==> config.mk <==
export PLATFORM = sky130hd
export DESIGN_NAME = vc_controller
export DESIGN_NICKNAME = d
export VERILOG_FILES = /design/src/rtl/vc_controller.sv
export SDC_FILE = /design/constraint.sdc
export NUM_CORES = 2
export LEC_CHECK = 0
export CAP_MARGIN = 0
export CORE_MARGIN = 5
export CORE_UTILIZATION = 40
export DETAILED_ROUTE_END_ITERATION = 7
export SLEW_MARGIN = 10
export SYNTH_ARGS = -nofsm -noshare
export SYNTH_HDL_FRONTEND = slang
export SYNTH_SLANG_ARGS = --single-unit
==> constraint.sdc <==
create_clock -name clk -period 21.7 [get_ports clk]
set_input_delay 4.34 -clock clk [delete_from_list [all_inputs] [get_ports clk]]
set_output_delay 4.34 -clock clk [all_outputs]
set_load 0.02 [all_outputs]
==> src/rtl/vc_controller.sv <==
// Victim cache controller: 8-entry fully-associative store between L1 and pmem.
// Swaps hits back to L1, forwards misses, writes back dirty FIFO victims.
module vc_controller #(
    parameter int width   = 128,
    parameter int entries = 8
) (
    input  logic             clk,
    input  logic             reset,
    input  logic             l1_read,
    input  logic             l1_write,
    input  logic [15:0]      l1_address,
    input  logic             l1_dirty,
    input  logic [width-1:0] l1_wdata,
    output logic             l1_resp,
    output logic [width-1:0] l1_rdata,
    output logic             pmem_read,
    output logic             pmem_write,
    output logic [15:0]      pmem_address,
    output logic [width-1:0] pmem_wdata,
    input  logic [width-1:0] pmem_rdata,
    input  logic             pmem_resp
);

    localparam int IW = (entries > 1) ? $clog2(entries) : 1;

    typedef enum logic [2:0] {
        IDLE,
        HIT,
        MISS_FETCH,
        WB,
        INSTALL
    } state_e;

    state_e             state_q, state_d;
    logic [11:0]        tag_q  [entries];
    logic [width-1:0]   data_q [entries];
    logic [entries-1:0] valid_q, valid_d;
    logic [entries-1:0] dirty_q, dirty_d;
    logic [IW-1:0]      ptr_q, ptr_d;
    logic [IW-1:0]      tgt_q, tgt_d;
    logic               fifo_q, fifo_d;
    logic [11:0]        req_tag_q, req_tag_d;
    logic               resp_q, resp_d;
    logic [width-1:0]   rdata_q, rdata_d;
    logic               ins_en;
    logic               hit;
    logic [IW-1:0]      hit_idx;
    logic               unused_addr_bits;

    assign unused_addr_bits = ^l1_address[3:0];

    assign l1_resp  = resp_q;
    assign l1_rdata = rdata_q;

    // Associative tag compare of the live request against all valid entries
    always_comb begin
        hit     = 1'b0;
        hit_idx = '0;
        for (int i = 0; i < entries; i++) begin
            if (!hit && valid_q[i] && (tag_q[i] == l1_address[15:4])) begin
                hit     = 1'b1;
                hit_idx = IW'(i);
            end
        end
    end

    // Next-state, entry bookkeeping and memory-side outputs
    always_comb begin
        state_d      = state_q;
        ptr_d        = ptr_q;
        tgt_d        = tgt_q;
        fifo_d       = fifo_q;
        req_tag_d    = req_tag_q;
        resp_d       = 1'b0;
        rdata_d      = rdata_q;
        valid_d      = valid_q;
        dirty_d      = dirty_q;
        ins_en       = 1'b0;
        pmem_read    = 1'b0;
        pmem_write   = 1'b0;
        pmem_address = '0;
        pmem_wdata   = '0;
        unique case (state_q)
            IDLE: begin
                // L1 still holds its request during the resp cycle; skip it
                if (!resp_q) begin
                    if (l1_write) begin
                        req_tag_d = l1_address[15:4];
                        if (hit) begin
                            tgt_d   = hit_idx;
                            fifo_d  = 1'b0;
                            state_d = INSTALL;
                        end else begin
                            tgt_d  = ptr_q;
                            fifo_d = 1'b1;
                            if (valid_q[ptr_q] && dirty_q[ptr_q]) begin
                                state_d = WB;
                            end else begin
                                state_d = INSTALL;
                            end
                        end
                    end else if (l1_read) begin
                        req_tag_d = l1_address[15:4];
                        tgt_d     = hit_idx;
                        state_d   = hit ? HIT : MISS_FETCH;
                    end
                end
            end
            HIT: begin
                resp_d         = 1'b1;
                rdata_d        = data_q[tgt_q];
                valid_d[tgt_q] = 1'b0;
                dirty_d[tgt_q] = 1'b0;
                state_d        = IDLE;
            end
            MISS_FETCH: begin
                pmem_read    = 1'b1;
                pmem_address = {req_tag_q, 4'b0000};
                if (pmem_resp) begin
                    resp_d  = 1'b1;
                    rdata_d = pmem_rdata;
                    state_d = IDLE;
                end
            end
            WB: begin
                pmem_write   = 1'b1;
                pmem_address = {tag_q[tgt_q], 4'b0000};
                pmem_wdata   = data_q[tgt_q];
                if (pmem_resp) begin
                    state_d = INSTALL;
                end
            end
            INSTALL: begin
                ins_en         = 1'b1;
                valid_d[tgt_q] = 1'b1;
                dirty_d[tgt_q] = l1_dirty;
                resp_d         = 1'b1;
                state_d        = IDLE;
                if (fifo_q) begin
                    ptr_d = ptr_q + IW'(1);
                end
            end
            default: begin
                state_d = IDLE;
            end
        endcase
    end

    // Control state, per-entry flags and registered L1 response
    always_ff @(posedge clk or posedge reset) begin
        if (reset) begin
            state_q   <= IDLE;
            valid_q   <= '0;
            dirty_q   <= '0;
            ptr_q     <= '0;
            tgt_q     <= '0;
            fifo_q    <= 1'b0;
            req_tag_q <= '0;
            resp_q    <= 1'b0;
            rdata_q   <= '0;
        end else begin
            state_q   <= state_d;
            valid_q   <= valid_d;
            dirty_q   <= dirty_d;
            ptr_q     <= ptr_d;
            tgt_q     <= tgt_d;
            fifo_q    <= fifo_d;
            req_tag_q <= req_tag_d;
            resp_q    <= resp_d;
            rdata_q   <= rdata_d;
        end
    end

    // Tag and line storage; contents are qualified by valid_q
    always_ff @(posedge clk) begin
        if (ins_en) begin
            tag_q[tgt_q]  <= req_tag_q;
            data_q[tgt_q] <= l1_wdata;
        end
    end

endmodule
==> key figures <==
Layout
  – Area growth syn-to-layout: 22.9%
  – Register Area: 37800 um^2
  – Most common cell after layout, fill and taps aside: edfxtp_1
  – Non-Filler Instances: approximately 5.4k
  – Fillers: 10.5k
  – Commonest cells after routing, fill and taps aside: edfxtp_1 (1120), clkdlybuf4s50_1 (544), a22oi_1 (448)
  – Multi-input gate area: 10700 um^2
  – Final core utilization: between 40% and 50%
  – Layout cells sized above 1: 7.60%
  – Final net count: 3927

GRT
  – Grt ovf: 0
  – GRT Util Overall: 21.7%
  – Global-route wire length before repair: 211000 um
  – Largest net degree at the start of global routing: ~130
  – Initial antenna violation count: 17
  – Vias in the first global route: 30.5k

Synth
  – Yosys reg bits: 1287
  – Async S/R FF share, synth: 13.0%
  – Synth area leader: edfxtp_1
  – Syn_area_per_cell: approximately 16 um^2
  – Area contributors post-synth: edfxtp_1 (68%), dfrtp_1 (8.4%), a22oi_1 (6.8%)
  – Post-Syn Instances: 3131
  – Post-synth EDFFs: 1120
  – Post-synth top flop: edfxtp_1
  – Synthesized area: between 40000 and 50000 um^2
  – Synthesis Warnings: 0
  – Synth top area share: approximately 68%
  – Post-synthesis sequential area ratio: 76.3%
  – Library cells used by synthesis: 53

CTS
  – CTS Root Cell: clkbuf_16
  – CTS tree: done
  – Clk buf depth: 3
  – Clk slew on worst S/H paths: 60 ps
  – Number of setup buffers added after CTS: 0
  – Total clock buffers created by CTS: 140
  – Clk sinks: between 1k and 1.5k
  – # resized after CTS: 0
  – Worst-Skew Late Latency: around 730 ps
  – Number of H-tree levels: 4
  – Hold_buf cts: 0

STA
  – Final setup skew: ~22 ps
  – Post-Route Setup TNS: 0 ps
  – Final Setup Violations: 0
  – Slew Viols, Final: 0
  – WHS: 480 ps
  – Hold Vio Cnt, Final: 0
  – Worst Tran Pin Value: 1250 ps
  – FMAX: about 0.10 GHz
  – Final worst path period need: 9560 ps
  – RSZ-0062 raised after global routing: false
  – Final period util: roughly 44%
  – Slew HR: 16.3%

Routing
  – WL/cell: between 20 and 30 um
  – Via count: 31.1k
  – DRC: 0
  – Final ANT Viol Nets: 0
  – Via density: between 5 and 6
  – Final WL: 147000 um
  – Drt first-iter violations: 2981
  – First-pass detailed-route iteration total: 5

Critical path
  – Slowest-stage cell, CP: nor3b_4
  – Startpoint type of the worst setup path: flip-flop
  – CP Capture Type: output port
  – Worst Path Required: 17360 ps
  – CP Max Fanout: between 50 and 60
  – Crit path kind: flip-flop to output port
  – Crit path largest cell delay: 980 ps
  – Worst path most repeated cell: buf_4
  – Crit path cell chain: nor3b_4, buf_4, buf_4, a22o_1, a221oi_1, and3_1, nor2_1, clkdlybuf4s50_1
  – CP Data Arrival Time: 5220 ps

Floorplan
  – # rows: ~130
  – Starting Density: 40.1%
  – DIE HEIGHT: around 360 um
  – Die span in x: around 360 um
  – Die area: approximately 130000 um^2
  – # IOs: ~550
  – Core box area: 123000 um^2

Flow run
  – Max Cap Violations: 0

Min path
  – Hold crit path type: flip-flop to flip-flop

Placed design
  – Dpl cells: 5143
  – Port Buf Inserts: 544
  – Final GP Congestion: roughly 0.8
  – Post-DP HPWL: 83800 um

Pwr
  – Switch Pwr: 2.61 mW
  – Max VDD drop: 0.154 mV
  – Power Density: 126 nW/um^2
  – Internal cell power: 5.07 mW
  – Static leakage: 19.5 nW
  – Sequential share of power: 40.0%
  – Net Sw Frac: 34.0%
  – Combinational Power Share: 30.2%
  – Clk network pwr share: 29.8%

Outcome
  – Status: finished clean
worst max-delay path: cells and delay by family (launching register included):
kind | cells | cell delay, ps
DFF | 1 | 780
buffers and inverters | 3 | 1830
and+or+nand+nor | 3 | 1500
AOI/OAI and AO/OA | 2 | 320
metrics by stage:
step	area [um^2]	power, mW	setup WS [ps]
final	60900	7.68	12140
after global routing	60900	8.03	11930
after CTS	60900	7.75	11980
after detailed placement	56500	5.45	12790
after global placement	56500	5.43	12760
after floorplan	49600	4.45	12840
path summary, 6_finish.rpt:
path	start	endpoint	slack [ps]	cells past startpoint
worst max-delay path	tgt_q[2]	pmem_wdata[41]	12140	8
worst min-delay path	l1_rdata[113]	l1_rdata[113]	480	2
worst max register to register	state_q[1]	data_q[6][69]	17190	5
worst min register to register	l1_rdata[113]	l1_rdata[113]	480	2
max in group asynchronous	reset	l1_rdata[63]	16380	3
min in group asynchronous	reset	l1_rdata[101]	4020	2
synth_stat cells, drive strengths merged, types with 4 or more instances:
cell    instances
a41oi         160
and3           50
or4             6
o21ai         161
o31ai          11
a221oi         57
nand4          21
a22o           68
dfrtp         167
inv             6
a22oi         448
buf           149
nor2b           9
xnor2          98
nor2          119
nor4            4
nand3          23
nand2         192
nand2b          6
a21oi         147
clkbuf         80
edfxtp       1120
flip-flops by register name (all words and copies together) (netlist names), named ones only:
signal	cells
data_q	1024
dirty_q	8
fifo_q	1
l1_rdata	128
l1_resp	1
ptr_q	3
req_tag_q	12
state_q	3
tag_q	96
tgt_q	3
routing by layer:
metal / global-route usage (%) / part of all wire [%] / vias to the layer above
li1: - / - / 13700
met1: 30.3 / 42 / 15900
met2: 34.8 / 47 / 1301
met3: 5.21 / 8.7 / 163
met4: 4.83 / 1.6 / 16
met5: 0 / 0.077 / -
cell families after synthesis:
group,count (synthesis),synth area share (%)
flip-flops,1287,76.3
XOR/XNOR,98,1.73
AO/OA/AOI/OAI,1058,15.2
multiplexers,3,0.0883
other,1,0.00756
buffers and inverters,235,2.45
AND/OR/NAND/NOR,448,4.22
adder cells (fa/ha/maj),1,0.0252
power groups by stage:
stage | Sequential [mW] | Clock, mW | Combinational (mW)
after floorplan | 3.23 | 0 | 1.22
after global placement | 3.11 | 0 | 2.32
after detailed placement | 3.12 | 0 | 2.33
after CTS | 3.07 | 2.34 | 2.34
after global routing | 3.09 | 2.45 | 2.49
final | 3.07 | 2.29 | 2.32
area by class of cell:
class	count	area share (%)
clock buffers	193	6.36
well taps	1637	3.36
clock inverters	65	0.948
inverters	6	0.0493
multi-input cells	1612	17.5
flip-flops and latches	1287	62.0
diodes	9	0.0370
repair buffers	601	9.70
Note: power is estimated with default switching activity, not from simulation.
